## src/rtl/frogger_game_ctrl.sv

```systemverilog
// Frogger game controller: lives, score and level bookkeeping plus the
// respawn / play / dying / win / game-over sequencing with timed states.
module frogger_game_ctrl #(
    parameter int c_LIVES        = 3,
    parameter int c_GOAL_ROW     = 0,
    parameter int c_DEATH_CYCLES = 25_000_000,
    parameter int c_WIN_CYCLES   = 12_500_000
) (
    input  logic       i_Clk,
    input  logic       i_Rst_L,
    input  logic       i_Start,
    input  logic       i_Collided,
    input  logic [5:0] i_Frogger_Y,
    output logic [2:0] o_State,
    output logic [1:0] o_Lives,
    output logic [7:0] o_Score,
    output logic [2:0] o_Level,
    output logic       o_Respawn,
    output logic       o_Move_En,
    output logic       o_Game_Over
);

    typedef enum logic [2:0] {
        IDLE      = 3'd0,
        RESPAWN   = 3'd1,
        PLAY      = 3'd2,
        DYING     = 3'd3,
        WIN       = 3'd4,
        GAME_OVER = 3'd5
    } state_t;

    localparam logic [24:0] DEATH_LOAD = 25'(c_DEATH_CYCLES - 1);
    localparam logic [24:0] WIN_LOAD   = 25'(c_WIN_CYCLES - 1);
    localparam logic [1:0]  LIVES_INIT = 2'(c_LIVES);
    localparam logic [5:0]  GOAL_ROW   = 6'(c_GOAL_ROW);

    state_t      state;
    logic [24:0] count;
    logic        blocked;   // first PLAY cycle: frog position still reloading

    assign o_State = state;

    always_ff @(posedge i_Clk) begin
        if (!i_Rst_L) begin
            state       <= IDLE;
            count       <= '0;
            blocked     <= 1'b0;
            o_Lives     <= LIVES_INIT;
            o_Score     <= '0;
            o_Level     <= '0;
            o_Respawn   <= 1'b0;
            o_Move_En   <= 1'b0;
            o_Game_Over <= 1'b0;
        end else begin
            o_Respawn <= 1'b0;
            case (state)
                IDLE: begin
                    o_Move_En   <= 1'b0;
                    o_Game_Over <= 1'b0;
                    if (i_Start) begin
                        state     <= RESPAWN;
                        o_Respawn <= 1'b1;
                        o_Lives   <= LIVES_INIT;
                        o_Score   <= '0;
                        o_Level   <= '0;
                    end
                end
                RESPAWN: begin
                    state     <= PLAY;
                    o_Move_En <= 1'b1;
                    blocked   <= 1'b1;
                end
                PLAY: begin
                    blocked <= 1'b0;
                    if (!blocked) begin
                        // collision wins over reaching the goal row
                        if (i_Collided) begin
                            state     <= DYING;
                            o_Move_En <= 1'b0;
                            count     <= DEATH_LOAD;
                            if (o_Lives != 2'd0)
                                o_Lives <= o_Lives - 2'd1;
                        end else if (i_Frogger_Y == GOAL_ROW) begin
                            state     <= WIN;
                            o_Move_En <= 1'b0;
                            count     <= WIN_LOAD;
                            if (o_Score != 8'hFF)
                                o_Score <= o_Score + 8'd1;
                            if (o_Level != 3'd7)
                                o_Level <= o_Level + 3'd1;
                        end
                    end
                end
                DYING: begin
                    if (count == '0) begin
                        if (o_Lives == 2'd0) begin
                            state       <= GAME_OVER;
                            o_Game_Over <= 1'b1;
                        end else begin
                            state     <= RESPAWN;
                            o_Respawn <= 1'b1;
                        end
                    end else begin
                        count <= count - 25'd1;
                    end
                end
                WIN: begin
                    if (count == '0) begin
                        state     <= RESPAWN;
                        o_Respawn <= 1'b1;
                    end else begin
                        count <= count - 25'd1;
                    end
                end
                GAME_OVER: begin
                    o_Lives <= 2'd0;
                    if (i_Start) begin
                        state       <= RESPAWN;
                        o_Respawn   <= 1'b1;
                        o_Game_Over <= 1'b0;
                        o_Lives     <= LIVES_INIT;
                        o_Score     <= '0;
                        o_Level     <= '0;
                    end
                end
                default: begin
                    state       <= IDLE;
                    o_Move_En   <= 1'b0;
                    o_Game_Over <= 1'b0;
                end
            endcase
        end
    end

endmodule

```

## config.mk

```make
export PLATFORM = sky130hd
export DESIGN_NAME = frogger_game_ctrl
export DESIGN_NICKNAME = d
export VERILOG_FILES = /design/src/rtl/frogger_game_ctrl.sv
export SDC_FILE = /design/constraint.sdc
export NUM_CORES = 1
export LEC_CHECK = 0
export CAP_MARGIN = 10
export CORE_ASPECT_RATIO = 1.5
export CORE_MARGIN = 5
export CORE_UTILIZATION = 40
export CTS_BUF_LIST = sky130_fd_sc_hd__clkbuf_8 sky130_fd_sc_hd__clkbuf_16
export CTS_CLUSTER_SIZE = 10
export DETAILED_ROUTE_END_ITERATION = 10
export PLACE_DENSITY = 0.64
export SETUP_SLACK_MARGIN = 0.1
export SLEW_MARGIN = 40
export SYNTH_ARGS = -nofsm -noshare
export SYNTH_HDL_FRONTEND = slang
export SYNTH_SLANG_ARGS = --single-unit
```

## constraint.sdc

```tcl
create_clock -name i_Clk -period 1.83 [get_ports i_Clk]
set_clock_uncertainty 0.05 [all_clocks]
set_input_delay 0.366 -clock i_Clk [delete_from_list [all_inputs] [get_ports i_Clk]]
set_output_delay 0.366 -clock i_Clk [all_outputs]
set_load 0.02 [all_outputs]
```

# [Yosys cells after proc, flatten, opt, wreduce, memory -nomap -nowiden]
# Index checks and enable logic that the tools add are counted.
[word_totals] ramBits=0 mem_bits_ro=0 inputBits=10 memories=0 regBits=45 output_inout_bits=19 latchBits=0 wordCells=102
[classes] n_addsub=4 n_eq_ne=22 n_reduce_logical=20 n_lt_le_gt_ge=0 n_bitwise=2 multipliers=0 muxes=45 shifts=0 div=0
[ops] op="$mux 25" count=4
[ops] op="$pmux 25 s2" count=1
[ops] op="$mux 8" count=5
[ops] op="$mux 3" count=12
[ops] op="$ne 2x2->1 const B" count=13
[ops] op="$logic_not 25->1" count=1
[ops] op="$sub 25x1->25 const B" count=1
[ops] op="$pmux 8 s2" count=1
[ops] op="$pmux 3 s5" count=1
[ops] op="$reduce_and 6->1" count=2
[ops] op="$mux 1" count=10
[ops] op="$mux 2" count=5
[ops] op="$reduce_and 5->1" count=2
[ops] op="$pmux 1 s3" count=3
[ops] op="$add 8x1->8 const B" count=1
[ops] op="$ne 8x8->1 const B" count=1
[ops] op="$reduce_and 4->1" count=2
[ops] op="$reduce_bool 2->1" count=4
[ops] op="$eq 3x2->1 const B" count=2
[ops] op="$eq 3x3->1 const B" count=2
[ops] op="$logic_not 6->1" count=1
[ops] op="$ne 3x3->1 const B" count=2
[ops] op="$pmux 2 s3" count=1
[ops] op="$pmux 3 s2" count=1
[ops] op="other kinds (12)" count=15

# [Depth between registers and ports, before layout]
[depth] ltp_word=6 depth_mapped=9 mapped_depth_nobuf=7

# [Worst setup path before layout]
# Ideal clock, no wire load.
[synth_path] path_type="register to register" startpoint="register state[1] (netlist: o_State[1])" endpoint="register count[21]" synth_period_minus_slack_ns=2.047 path_slack_ns=-0.217 setup_ns=0.120 required_time_ns=1.660 stages_incl_launch_ff=7 arrival_ns=1.877 n_path_buf=1 cell_sequence="dfxtp_1 -> or3b_1 -> buf_2 -> a211oi_4 -> a21oi_2 -> and4_1 -> o31a_1"
[synth_between] elab_chain_cells=4 elab_cells_between_ends=10 classes_between="6 x eq/ne; 1 x mux; 3 x reduce/logical"
[synth_lines] element="from (decl)" line="37" rtl="state_t state;"
[synth_lines] element="from (signal assigned)" line="45" rtl="state <= IDLE;"
[synth_lines] element="from (signal assigned)" line="61" rtl="state <= RESPAWN;"
[synth_lines] element="from (signal assigned)" line="69" rtl="state <= PLAY;"
[synth_lines] element="$eq 3x3->1 / $eq 3x2->1 (equally long branches)" line="56" rtl="case (state)"
[synth_lines] element="$reduce_or 2->1 (no source line)"
[synth_lines] element="$ne 2x2->1 (no source line) / $reduce_bool 2->1 (equally long branches)"
[synth_lines] element="$reduce_and 4->1 (no source line)"
[synth_lines] element="to (signal assigned)" line="104" rtl="count <= count - 25'd1;"
[synth_lines] element="to (signal assigned)" line="112" rtl="count <= count - 25'd1;"
[synth_lines] element="to (decl)" line="38" rtl="logic [24:0] count;"
# Several ways; a longest one is shown, not always the timed one.
# A chain may end at the register's enable or synchronous reset.

# [Worst setup path in the final report]
# Ends and elaborated chain as after synthesis.

==> summary.md <==
| Metric | Value |
|---|---|
| Status | finished, violations left |
| Failing checks | negative setup slack |
| Fmax | ~0.48 GHz |
| GRT Overall Usage | 0.268 |
| Slowest CP cell | or3b_4 |
| Gr busiest metal | met2 |
| Die Ht | 113 µm |
| Area leader, netlist | dfxtp_1 |
| Req. time, crit path | 2.01 ns |
| Worst reg-to-reg path cell count | 6 |
| Syn nets | 368 |
| Crit path launch | o_State[1] |
| Delay of the slowest critical-path stage | 0.42 ns |
| Core area | roughly 7000 µm² |
| Final setup TNS | -4.32 ns |
| Synthesized area per cell | 8.06 µm² |
| Top FF cell, synth | dfxtp_1 |
| R2r endpoint | count[21] |
| Sink Count | 45 |
| First-pass GRT wire length | ~19,000 µm |
| Io pins | 29 |
| Tcrit/Tclk final | 1.13 |
| Final Non-Filler Cells | around 590 |
| Share of cells above drive strength 1 | 0.515 |
| WP buf/inv | 1 |
| Worst skew pair latency | 0.33 ns |
| Root Driver | clkbuf_8 |
| Initial antenna violation count | 0 |
| Kind of critical path | reg -> reg |
| # rows | 37 |
| Grt ovf | 0 |
| H-Tree Depth | 2 |
| Netlist Area Pre-Place | ~2800 µm² |
| Crit path depth | 6 |
| Hold buffers post-CTS | 0 |
| Seq/Total Area, Yosys | 0.317 |
| Post-synth EDFFs | 0 |
| Wirelength, routed | ~13,000 µm |
| Placer Congestion | 0.937 |
| Reg2reg setup slack | -0.23 ns |
| Final ANT Viol Nets | 0 |
| CP top delay family | simple AND/OR/NAND/NOR gates |
| CTS Buf Count | 5 |
| Die W | 78.8 µm |
| Syn Inst Count | 353 |
| CTS tree | built |
| Die ar. | just under 9000 µm² |
| Met2 Use GR | 0.483 |
| Worst Tran Pin Value | a little under 0.5 ns |
| Min Tclk post-route | 2.06 ns |
| # setup viols final | 37 |
| HPWL after detailed placement | 6960 µm |
| Yosys top cell area share | 0.317 |
| Nets | 523 |
| Final core occ | 0.739 |
| Clk slew on worst S/H paths | 0.10 ns |
| FFs w/ async S/R, synth | 0 |
| Critical Path AT | 2.25 ns |
| Largest net degree at the start of global routing | 27 |
| Remaining DRCs | 0 |
| Post-Place Setup Slack | -0.506 ns |
| Crit Path Max Fanout | 8 |
| Synth warnings | 0 |
| FF+latch area | 917 µm² |
| RSZ-0062 raised after global routing | yes |
| Setup WS post-layout | -0.235 ns |
| GR Layer Usage met1 | 0.279 |
| Synth area leaders | dfxtp_1 32%, a21oi_1 5.3%, a31oi_1 4.0%, nand2_1 3.6%, o21ai_0 3.2% |
| Netlist cell types | 64 |
| Dpl cells | ~540 |
| CTS Buffer Depth | 2 |
| # fillers | 432 |
| DR iter-0 viols | 404 |
| CP cell instances | or3b_4 > a211oi_4 > a21oi_4 > bufbuf_16 > and4_1 > o31a_1 |
| Max-Cap Viols | 0 |
| Max-slew violation count | 0 |
| Area grow syn2layout | 79.3% |
| Met3 Track Usage GR | 0.0470 |
| Multi-input logic area | 2360 µm² |
| WL/cell | 21.6 µm |
| Final hold violation count | 0 |
| # port buffers | 28 |
| Starting density of the core | 0.412 |
| CP Capture Type | register |
| Routed vias/inst | 6.61 |
| Min-Delay Path Class | reg -> reg |
| Drt pass-1 iters | 6 |
| Number of synthesized register bits | 45 |
| Number of global-route vias before repair | ~3.8k |
| R2r startpoint | o_State[1] |
| Worst setup endpoint | count[21] |
| Headroom to the max-slew limit | 0.677 |
| CP startpoint kind | register |
| Vias post-DR | ~3.9k |
| # diodes | 0 |
how the worst min path moves through the flow:
stage                     slack (ns)          to  cells after the start  startpoint
final                           0.44  o_Level[1]                      2  o_Level[1]
after floorplan                 0.39   count[22]                      2   count[22]
after CTS                       0.43   count[22]                      2   count[22]
after detailed placement        0.40   count[22]                      2   count[22]
after global placement          0.40   count[22]                      2   count[22]
after global routing            0.47   count[20]                      1   count[20]
synthesized netlist by cell type, types with 11 or more instances:
library cell / instances
o31ai_1: 11
a21oi_1: 30
a31oi_1: 18
o21ai_0: 18
inv_1: 13
nand3_1: 15
nor3_1: 14
nand2_1: 27
dfxtp_1: 45
nor2_1: 22
routing by layer:
metal	share of wire	wire length [µm]
met5	0	0
met4	0.079	1010
met3	0.056	706
met2	0.51	6460
met1	0.36	4530
flip-flops by register name, indices dropped and copies added (netlist names):
signal       flops
blocked          1
o_State          3
o_Game_Over      1
o_Lives          2
o_Level          3
o_Move_En        1
o_Score          8
o_Respawn        1
count           25
area by class of cell:
class,instances,share of cell area
Multi-Input combinational cell,273,0.462
Sequential cell,45,0.180
Inverter,14,0.0103
Timing Repair Buffer,169,0.309
Clock buffer,7,0.0189
Clock inverter,1,0.000981
Tap cell,78,0.0191
what timing repair did:
| item | in CTS | in global routing |
|---|---|---|
| pin swaps | 52 | 36 |
| gates resized for setup | 123 | 71 |
| setup endpoints to repair | 57 | 48 |
| gates cloned | 4 | 0 |
| buffers inserted | 30 | 10 |
logic make-up (layout without fill, tap and decap cells):
kind of cell               after synthesis  count (layout)  synth area share
xor gates and xnor gates                 1               1           0.00308
AOI/OAI and AO/OA                      130             130             0.313
buffers and inverters                   36             191            0.0581
and+or+nand+nor                        136             137             0.287
DFF                                     45              45             0.317
adders and majority gates                5               5            0.0220
worst reg2reg max path: cells and delay by family (launching register included):
kind                   cells  cell delay, ns
flip-flops                 1            0.39
buffers and inverters      1            0.31
AND/OR/NAND/NOR            2            0.61
AO/OA/AOI/OAI              3            0.60
per-stage QoR:
step	hold WS (ns)	instance area (µm²)
final	0.441	5100
after global routing	0.471	5100
after CTS	0.429	4730
after detailed placement	0.401	3950
after global placement	0.400	3950
after floorplan	0.385	2920
placed cells by master, fill, tap and decap left out, types with 5 or more instances in the layout:
cell type / n
dfxtp_1: 38
clkdlybuf4s50_1: 7
o31ai_1: 6
a31oi_1: 14
nor3_2: 5
nor3_1: 10
buf_4: 97
buf_12: 5
o21ai_2: 8
nand3_1: 12
buf_6: 34
or4_4: 5
nand2_1: 23
nor2_1: 17
o21ai_0: 12
dlygate4sd2_1: 16
a21oi_2: 11
clkbuf_8: 7
a21oi_1: 18
inv_1: 10
or4_1: 5
Power is not shown: default switching activity piles up to over one toggle a cycle in this logic, so the estimate is an artifact.
